### config.mk
export PLATFORM = sky130hd
export DESIGN_NAME = write_burst_scheduler
export DESIGN_NICKNAME = d
export VERILOG_FILES = /design/src/rtl/wbs_pkg.sv /design/src/rtl/wbs_beat_mux.sv /design/src/rtl/write_burst_scheduler.sv
export SDC_FILE = /design/constraint.sdc
export NUM_CORES = 1
export LEC_CHECK = 0
export ABC_CLOCK_PERIOD_IN_PS = 5300
export CORE_MARGIN = 1.5
export CORE_UTILIZATION = 54
export DETAILED_ROUTE_END_ITERATION = 8
export PLACE_DENSITY = 0.92
export REMOVE_ABC_BUFFERS = 1
export SLEW_MARGIN = 40
export SYNTH_ARGS = -nofsm -noshare
export SYNTH_HDL_FRONTEND = slang
export SYNTH_SLANG_ARGS = --single-unit
### constraint.sdc
create_clock -name clock -period 5.3 [get_ports clock]
set_clock_uncertainty 0.1 [all_clocks]
set_input_delay 1.59 -clock clock [delete_from_list [all_inputs] [get_ports clock]]
set_output_delay 1.59 -clock clock [all_outputs]
set_load 0.05 [all_outputs]
### src/rtl/wbs_pkg.sv
// rtl/wbs_pkg.sv - shared types and timing defaults for the write burst scheduler
//
// Purpose: state encoding, default DDR3 write timing and counter sizing helper
// shared by write_burst_scheduler and wbs_beat_mux.
// Ports: none (package).

package wbs_pkg;

  typedef enum logic [2:0] {
    IDLE    = 3'd0,
    CMD     = 3'd1,
    WAIT    = 3'd2,
    BURST   = 3'd3,
    RECOVER = 3'd4
  } wbs_state_e;

  localparam int CWL_DEF = 5;
  localparam int TWR_DEF = 6;
  localparam int BL_DEF  = 8;

  // Width of a down-counter that must hold the largest of the three loads.
  function automatic int cnt_width(input int cwl, input int twr, input int half_bl);
    int m;
    m = cwl;
    if (twr > m) m = twr;
    if (half_bl > m) m = half_bl;
    return $clog2(m + 1);
  endfunction

endpackage

### src/rtl/wbs_beat_mux.sv
// rtl/wbs_beat_mux.sv - registered beat-pair selector for the captured write burst
//
// Purpose: picks beat pair sel out of the registered burst and holds it in an
// output register, so wb_data never has a combinational path from any input.
// Ports:
//   clock, reset      posedge clock, asynchronous active-low reset
//   load              capture the selected beat pair this edge
//   sel [SEL_W]       beat pair index (0 = first)
//   burst [BL*BW]     registered burst, pair k at burst[k*2*BW +: 2*BW]
//   beat [2*BW]       registered beat pair; holds while load is low

module wbs_beat_mux #(
  parameter int BW    = 8,
  parameter int BL    = 8,
  parameter int SEL_W = 2
) (
  input  logic                clock,
  input  logic                reset,
  input  logic                load,
  input  logic [SEL_W-1:0]    sel,
  input  logic [BL*BW-1:0]    burst,
  output logic [2*BW-1:0]     beat
);

  always_ff @(posedge clock or negedge reset) begin
    if (!reset) begin
      beat <= '0;
    end else if (load) begin
      beat <= burst[int'(sel)*2*BW +: 2*BW];
    end
  end

endmodule

### src/rtl/write_burst_scheduler.sv
// rtl/write_burst_scheduler.sv - sequences one DDR3 write burst: command, CWL wait, data, recovery
//
// Purpose: accepts one address + full-burst request, issues a one-cycle WRITE
// command, waits CWL cycles, streams BL/2 beat pairs to the serializer, then
// holds off for TWR cycles before the next request.
// Optional: define WRITE_BURST_SCHED_STATS_EN to add a 32-bit burst_count output.
// Ports:
//   clock, reset            posedge clock, asynchronous active-low reset
//   req_valid/req_ready     request handshake (ready only in IDLE)
//   req_addr, req_data      burst address and full burst data
//   cmd_valid, cmd_addr     one-cycle WRITE command
//   wb_data, wb_valid       beat pairs to the serializer
//   busy                    not IDLE
//   done                    one-cycle pulse after the last data cycle
//   burst_count             completed bursts (stats build only)

module write_burst_scheduler
  import wbs_pkg::*;
#(
  parameter int BW     = 8,
  parameter int BL     = BL_DEF,
  parameter int CWL    = CWL_DEF,
  parameter int TWR    = TWR_DEF,
  parameter int ADDR_W = 16
) (
  input  logic                clock,
  input  logic                reset,
  input  logic                req_valid,
  output logic                req_ready,
  input  logic [ADDR_W-1:0]   req_addr,
  input  logic [BL*BW-1:0]    req_data,
  output logic                cmd_valid,
  output logic [ADDR_W-1:0]   cmd_addr,
  output logic [2*BW-1:0]     wb_data,
  output logic                wb_valid,
  output logic                busy,
  output logic                done
`ifdef WRITE_BURST_SCHED_STATS_EN
  ,
  output logic [31:0]         burst_count
`endif
);

  localparam int HALF_BL = BL / 2;
  localparam int CNT_W   = cnt_width(CWL, TWR, HALF_BL);
  localparam int BEAT_W  = (HALF_BL > 1) ? $clog2(HALF_BL) : 1;

  wbs_state_e          state_q, state_d;
  logic [CNT_W-1:0]    cnt_q, cnt_d;
  logic [BEAT_W-1:0]   beat_q, beat_d;
  logic [ADDR_W-1:0]   addr_q;
  logic [BL*BW-1:0]    burst_q;
  logic                accept;

  assign accept = req_valid && (state_q == IDLE);

  // One counter serves both WAIT (CWL) and RECOVER (TWR); the states never overlap.
  // beat_d defaults to 0 so entering BURST always starts at beat pair 0.
  always_comb begin
    state_d = state_q;
    cnt_d   = cnt_q;
    beat_d  = '0;
    case (state_q)
      IDLE: begin
        if (accept) state_d = CMD;
      end
      CMD: begin
        state_d = WAIT;
        cnt_d   = CNT_W'(CWL - 1);
      end
      WAIT: begin
        if (cnt_q == CNT_W'(1)) state_d = BURST;
        else                    cnt_d   = cnt_q - CNT_W'(1);
      end
      BURST: begin
        if (beat_q == BEAT_W'(HALF_BL - 1)) begin
          state_d = RECOVER;
          cnt_d   = CNT_W'(TWR);
        end else begin
          beat_d = beat_q + BEAT_W'(1);
        end
      end
      RECOVER: begin
        if (cnt_q == CNT_W'(1)) state_d = IDLE;
        else                    cnt_d   = cnt_q - CNT_W'(1);
      end
      default: state_d = IDLE;
    endcase
  end

  always_ff @(posedge clock or negedge reset) begin
    if (!reset) begin
      state_q <= IDLE;
      cnt_q   <= '0;
      beat_q  <= '0;
      addr_q  <= '0;
      burst_q <= '0;
    end else begin
      state_q <= state_d;
      cnt_q   <= cnt_d;
      beat_q  <= beat_d;
      if (accept) begin
        addr_q  <= req_addr;
        burst_q <= req_data;
      end
    end
  end

  // The mux loads one edge ahead so the beat register is valid in the same
  // cycle the state register shows BURST.
  wbs_beat_mux #(
    .BW    (BW),
    .BL    (BL),
    .SEL_W (BEAT_W)
  ) u_beat_mux (
    .clock (clock),
    .reset (reset),
    .load  (state_d == BURST),
    .sel   (beat_d),
    .burst (burst_q),
    .beat  (wb_data)
  );

  assign req_ready = (state_q == IDLE);
  assign cmd_valid = (state_q == CMD);
  assign cmd_addr  = cmd_valid ? addr_q : '0;
  assign wb_valid  = (state_q == BURST);
  assign busy      = (state_q != IDLE);
  assign done      = (state_q == RECOVER) && (cnt_q == CNT_W'(TWR));

`ifdef WRITE_BURST_SCHED_STATS_EN
  always_ff @(posedge clock or negedge reset) begin
    if (!reset)     burst_count <= '0;
    else if (done)  burst_count <= burst_count + 32'd1;
  end
`endif

endmodule

**Yosys cells after proc, flatten, opt, wreduce, memory -nomap -nowiden**

Index checks and enable logic that the tools add are counted.

- Input bits: 83
- Output and inout port bits: 37
- Register bits: 104
- Word-level logic and storage cells: 37

- Reduce and logical (&&, ||, !) cells: 7
- Equal/unequal tests: 10
- Shifts and indexed selects: 1
- Mux-type cells: 11
- $add $sub $neg: 2

Operators by type and width:

| kind | count |
|---|---|
| 64-bit by 7-bit variable part select with 16-bit output | 1 |
| 3-bit 2-to-1 mux | 6 |
| 16-bit 2-to-1 mux | 1 |
| 3-bit case mux with 5 select lines | 1 |
| 3-bit by 2-bit == test with 1-bit output (second input constant) | 3 |
| 3-bit case mux with 3 select lines | 1 |
| 3-bit by 1-bit == test with 1-bit output (second input constant) | 2 |
| 3-bit == test (second input constant) | 2 |
| 3-bit nonzero test | 2 |
| 2-bit 2-to-1 mux | 2 |
| 3-bit zero test | 1 |
| 3-bit AND reduction | 1 |
| 3-bit by 1-bit subtractor with 3-bit output (second input constant) | 1 |
| 2-bit by 1-bit adder with 2-bit output (second input constant) | 1 |
| 2-bit == test (second input constant) | 1 |
| 1-bit logical AND | 2 |
| 2-bit by 1-bit inequality test with 1-bit output (second input constant) | 1 |
| 2-bit inequality test (second input constant) | 1 |
| 2-bit OR reduction | 1 |

**Depth between registers and ports, before layout**

- Word-level depth: 5
- Mapped depth: 7
- Mapped depth without buffers: 6

**Modules after synthesis**

From an unflattened synthesis, not the netlist that was laid out.

- Cell total of the unflattened synthesis: 340
- Area total of the unflattened synthesis: 5,188.7 um^2

By module, submodules not included:

| module | area each (um^2) | seq. area each (um^2) | cells an instance | instances |
|---|---|---|---|---|
| write_burst_scheduler | 4,046.4 | 2,202.1 | 250 | 1 |
| wbs_beat_mux | 1,142.3 | 400.4 | 90 | 1 |

**Worst setup path after synthesis**

Ideal clock, no wire load.

- Path kind: register to output
- From: register state_q[2]
- To: output cmd_addr[10]
- Arrival time: 1.763 ns
- Slack: 1.847 ns
- Stages on the path, launching flop included: 5
- Required time: 3.610 ns
- Path buffers: 2
- Cell sequence: dfrtp_1 -> buf_2 -> nor3b_1 -> buf_2 -> and2_1

- Cells in the longest elaborated chain, start to end: 2

Ends and longest elaborated chain:

| item | line | text |
|---|---|---|
| start, declared | write_burst_scheduler.sv:48 | `wbs_state_e state_q, state_d;` |
| start signal, assigned | write_burst_scheduler.sv:99 | `state_q <= state_d;` |
| 3-bit by 1-bit == test with 1-bit output | write_burst_scheduler.sv:125 | `assign cmd_valid = (state_q == CMD);` |
| named net cmd_valid | write_burst_scheduler.sv:32 | `output logic cmd_valid,` |
| 16-bit 2-to-1 mux | write_burst_scheduler.sv:126 | `assign cmd_addr = cmd_valid ? addr_q : '0;` |
| end, declared | write_burst_scheduler.sv:33 | `output logic [ADDR_W-1:0] cmd_addr,` |

The timed path passes the listed nets, and every way through them passes these cells.

**Worst setup path in the final report**

- From: register state_q[0]
- To: output cmd_addr[14]

- Cells in the longest elaborated chain, start to end: 2

Ends and longest elaborated chain:

| item | line |
|---|---|
| 3-bit by 1-bit == test with 1-bit output | write_burst_scheduler.sv:125 |
| 16-bit 2-to-1 mux | write_burst_scheduler.sv:126 |

Every way passes these cells.

==> results.cfg <==
[sta]
tightest_slew_ns = 0.7605
worst_slew_margin_rel_pct = 49.30
rsz0062_at_grt = no
hold_violations = 0
period_share_pct = 74.80
setup_slack_ns = 1.336
setup_viol = 0
max_freq_ghz = 0.2522
fin_setup_tns_ns = 0
fin_crit_ns = 3.964
slew_violations = 0

[pwr]
power_mw = 4.040
power.density_mw_per_mm2 = 629.5
ir_worst_vdd_v = 0.0003200
leakagePower_nw = 2.765

[clocking]
cts_tree = built
cts_repair_resize_count = 0
cts_buffers = 9
insertion_delay_ns = 0.36
post_cts_buffers = 0
htree_levels = 3
clkSinkCount = 104
cts-hold-fix-buffers = 0
cts_buffer_depth = 2
clk_pin_slew_worst_paths_ns = 0.10
clockRootBuffer = clkbuf_8

[global_route]
globalRoute.totalOverflow = 0
antenna_found_initial = 0
grt_pass1_vias = 3378
grt_pass1_wl_um = 16990
grt_max_degree = 82
grtUsageTotal_pct = 21.82

[routing]
drt_pass1_iterations = 5
antenna_left = 0
met3_length_um = 543
viasPerCell = 5.488
wl_met1_um = 4579
drc = 0
drt_wl_total_um = 10390
routed.top_layer = met4
dr_wl_met2_um = 5098
dr.first_iter.drc_count = 108
routed-via-count = 3161
wl_per_cell_um = 18.03

[synth]
ys_ff_latch = 104
synth_area_mm2 = 0.005051
synth_edf_count = 0
synth_cells = 349
synth_largest_area_cell = dfrtp_1
synth_top_area_share_pct = 51.52
synthFlopType = dfrtp_1
syn_area_per_cell_um2 = 14.47
synth_area_leaders = dfrtp_1 52%, mux2_4 23%, buf_12 3.6%
synth_warnings = 0
ys_types = 35
seq_area_frac_synth_pct = 51.52
async_flop_share_pct = 100.0

[critical_path]
timing.rr.start = beat_q[0]$_DFF_PN0_
worstPathMaxFanout = 17
end_kind = output pin
rr_endpoint = u_beat_mux.beat[14]$_DFFE_PN0N_
critPathKind = flip-flop to output pin
worstRegToRegCells = 5
critical_path_arrival_ns = 2.27
critPathLaunchType = flip-flop
reg2reg_setup_slack_ns = 2.70
cp_data_required_time_ns = 3.61

[floorplan]
num_rows = 35
dieArea_mm2 = 0.009943
initial_core_util_pct = 55.19
core-area_mm2 = 0.009153
fp.dieH_um = 99.72
boundaryPins = 120
die_w_um = 99.72

[placed_design]
dpl.hpwl_um = 6929
numPortBuffers = 119
gp_congestion = 0.8414
place_ws_ns = 1.725

[final_layout]
utilization_pct = 70.12
drive_gt1_share_pct = 23.44
regArea_mm2 = 0.002603
final_nets = 547
n_fill_cell = 633
area_growth_pct = 27.05
diodes = 0
multi_input_comb_area_mm2 = 0.002175

[min_path]
hold-path-endpoint = addr_q[0]$_DFFE_PN0P_
min_path_cells = 1
hp-start = addr_q[0]$_DFFE_PN0P_
min_path_type = flip-flop to flip-flop

[run]
maxCapViolCount = 0

[outcome]
status = completed
## sequential cells by signal (all words and copies together), names as in the netlist
| name | cells |
|---|---|
| burst_q | 64 |
| cnt_q | 3 |
| beat_q | 2 |
| addr_q | 16 |
| state_q | 3 |
| u_beat_mux.beat | 16 |
## Yosys cell counts (all sizes together), types with 2 or more instances
library cell,number
a21oi,18
a22oi,17
and2,19
buf,22
dfrtp,104
ha,4
inv,4
mux2,81
mux2i,16
nand2,3
nand2b,2
nor2,19
nor2b,3
nor3,2
nor3b,2
o211ai,2
o21a,3
o2bb2ai,16
or2,4
## per-stage QoR
step           cells  hold slack [ns]  instance area (um^2)
2_1_floorplan    326           0.3734                  4781
3_3_place_gp     560           0.3831                  6151
3_5_place_dp     560           0.3864                  6158
4_1_cts          576           0.4122                  6410
5_1_grt          576           0.4245                  6417
6_report         576           0.4082                  6417
## routing by layer
layer	GRT usage [%]	vias to the layer above
met2	36.16	109
met5	0	-
met4	7.367	0
met3	4.568	16
li1	-	1464
met1	28.70	1572
## how the worst max path moves through the flow
stage / from / endpoint / slack, ns
floorplan: state_q[0]$_DFF_PN0_ / cmd_addr[0] / 0.82
global placement: state_q[0]$_DFF_PN0_ / cmd_addr[14] / 1.78
detailed placement: state_q[0]$_DFF_PN0_ / cmd_addr[8] / 1.72
CTS: state_q[0]$_DFF_PN0_ / cmd_addr[14] / 1.31
global route: state_q[0]$_DFF_PN0_ / cmd_addr[15] / 1.17
finish: state_q[0]$_DFF_PN0_ / cmd_addr[14] / 1.34
## area by class of cell
cell class | instances | share of cell area [%]
Timing Repair Buffer | 123 | 19.24
Clock inverter | 6 | 1.774
Sequential cell | 104 | 40.55
Inverter | 4 | 0.2340
Tap cell | 111 | 2.164
Multi-Input combinational cell | 218 | 33.89
Clock buffer | 10 | 2.145
## logic make-up after synthesis
logic type / count (synthesis) / share of synthesized area [%]
flip-flops: 104 / 51.52
multiplexers: 97 / 27.10
adder cells (fa/ha/maj): 4 / 0.9909
AND/OR/NAND/NOR: 59 / 6.589
AO/OA/AOI/OAI: 58 / 8.150
buffers and inverters: 27 / 5.647
## placed cells by master (no fill, tap or decap), drive strengths merged
cell type	instances
nor2b	3
and3	1
a22oi	17
o2bb2ai	16
and2b	1
clkinvlp	2
o21a	3
buf	5
and2	19
or2	4
bufinv	3
inv	5
clkbuf	10
o21ai	1
clkdlybuf4s50	118
o211ai	2
mux2	81
nand2b	2
and4	1
nor3b	2
o21bai	1
nor2	19
nand3	1
nand2	3
nor3	2
ha	4
dfrtp	104
a21oi	18
and3b	1
mux2i	16
## critical path, cell delays in order, from the launching register on
cell and delay (ns):
dfrtp_1 0.53, nor3b_1 0.22, buf_4 0.21, and2_1 0.15
clkdlybuf4s50_1 0.80
## report_power, final
part / total (mW) / internal, mW / switching [mW]
sequential: 1.45 / 1.20 / 0.255
combinational: 1.99 / 0.997 / 0.997
clock: 0.595 / 0.328 / 0.266
Note: power is estimated with default switching activity, not from simulation.
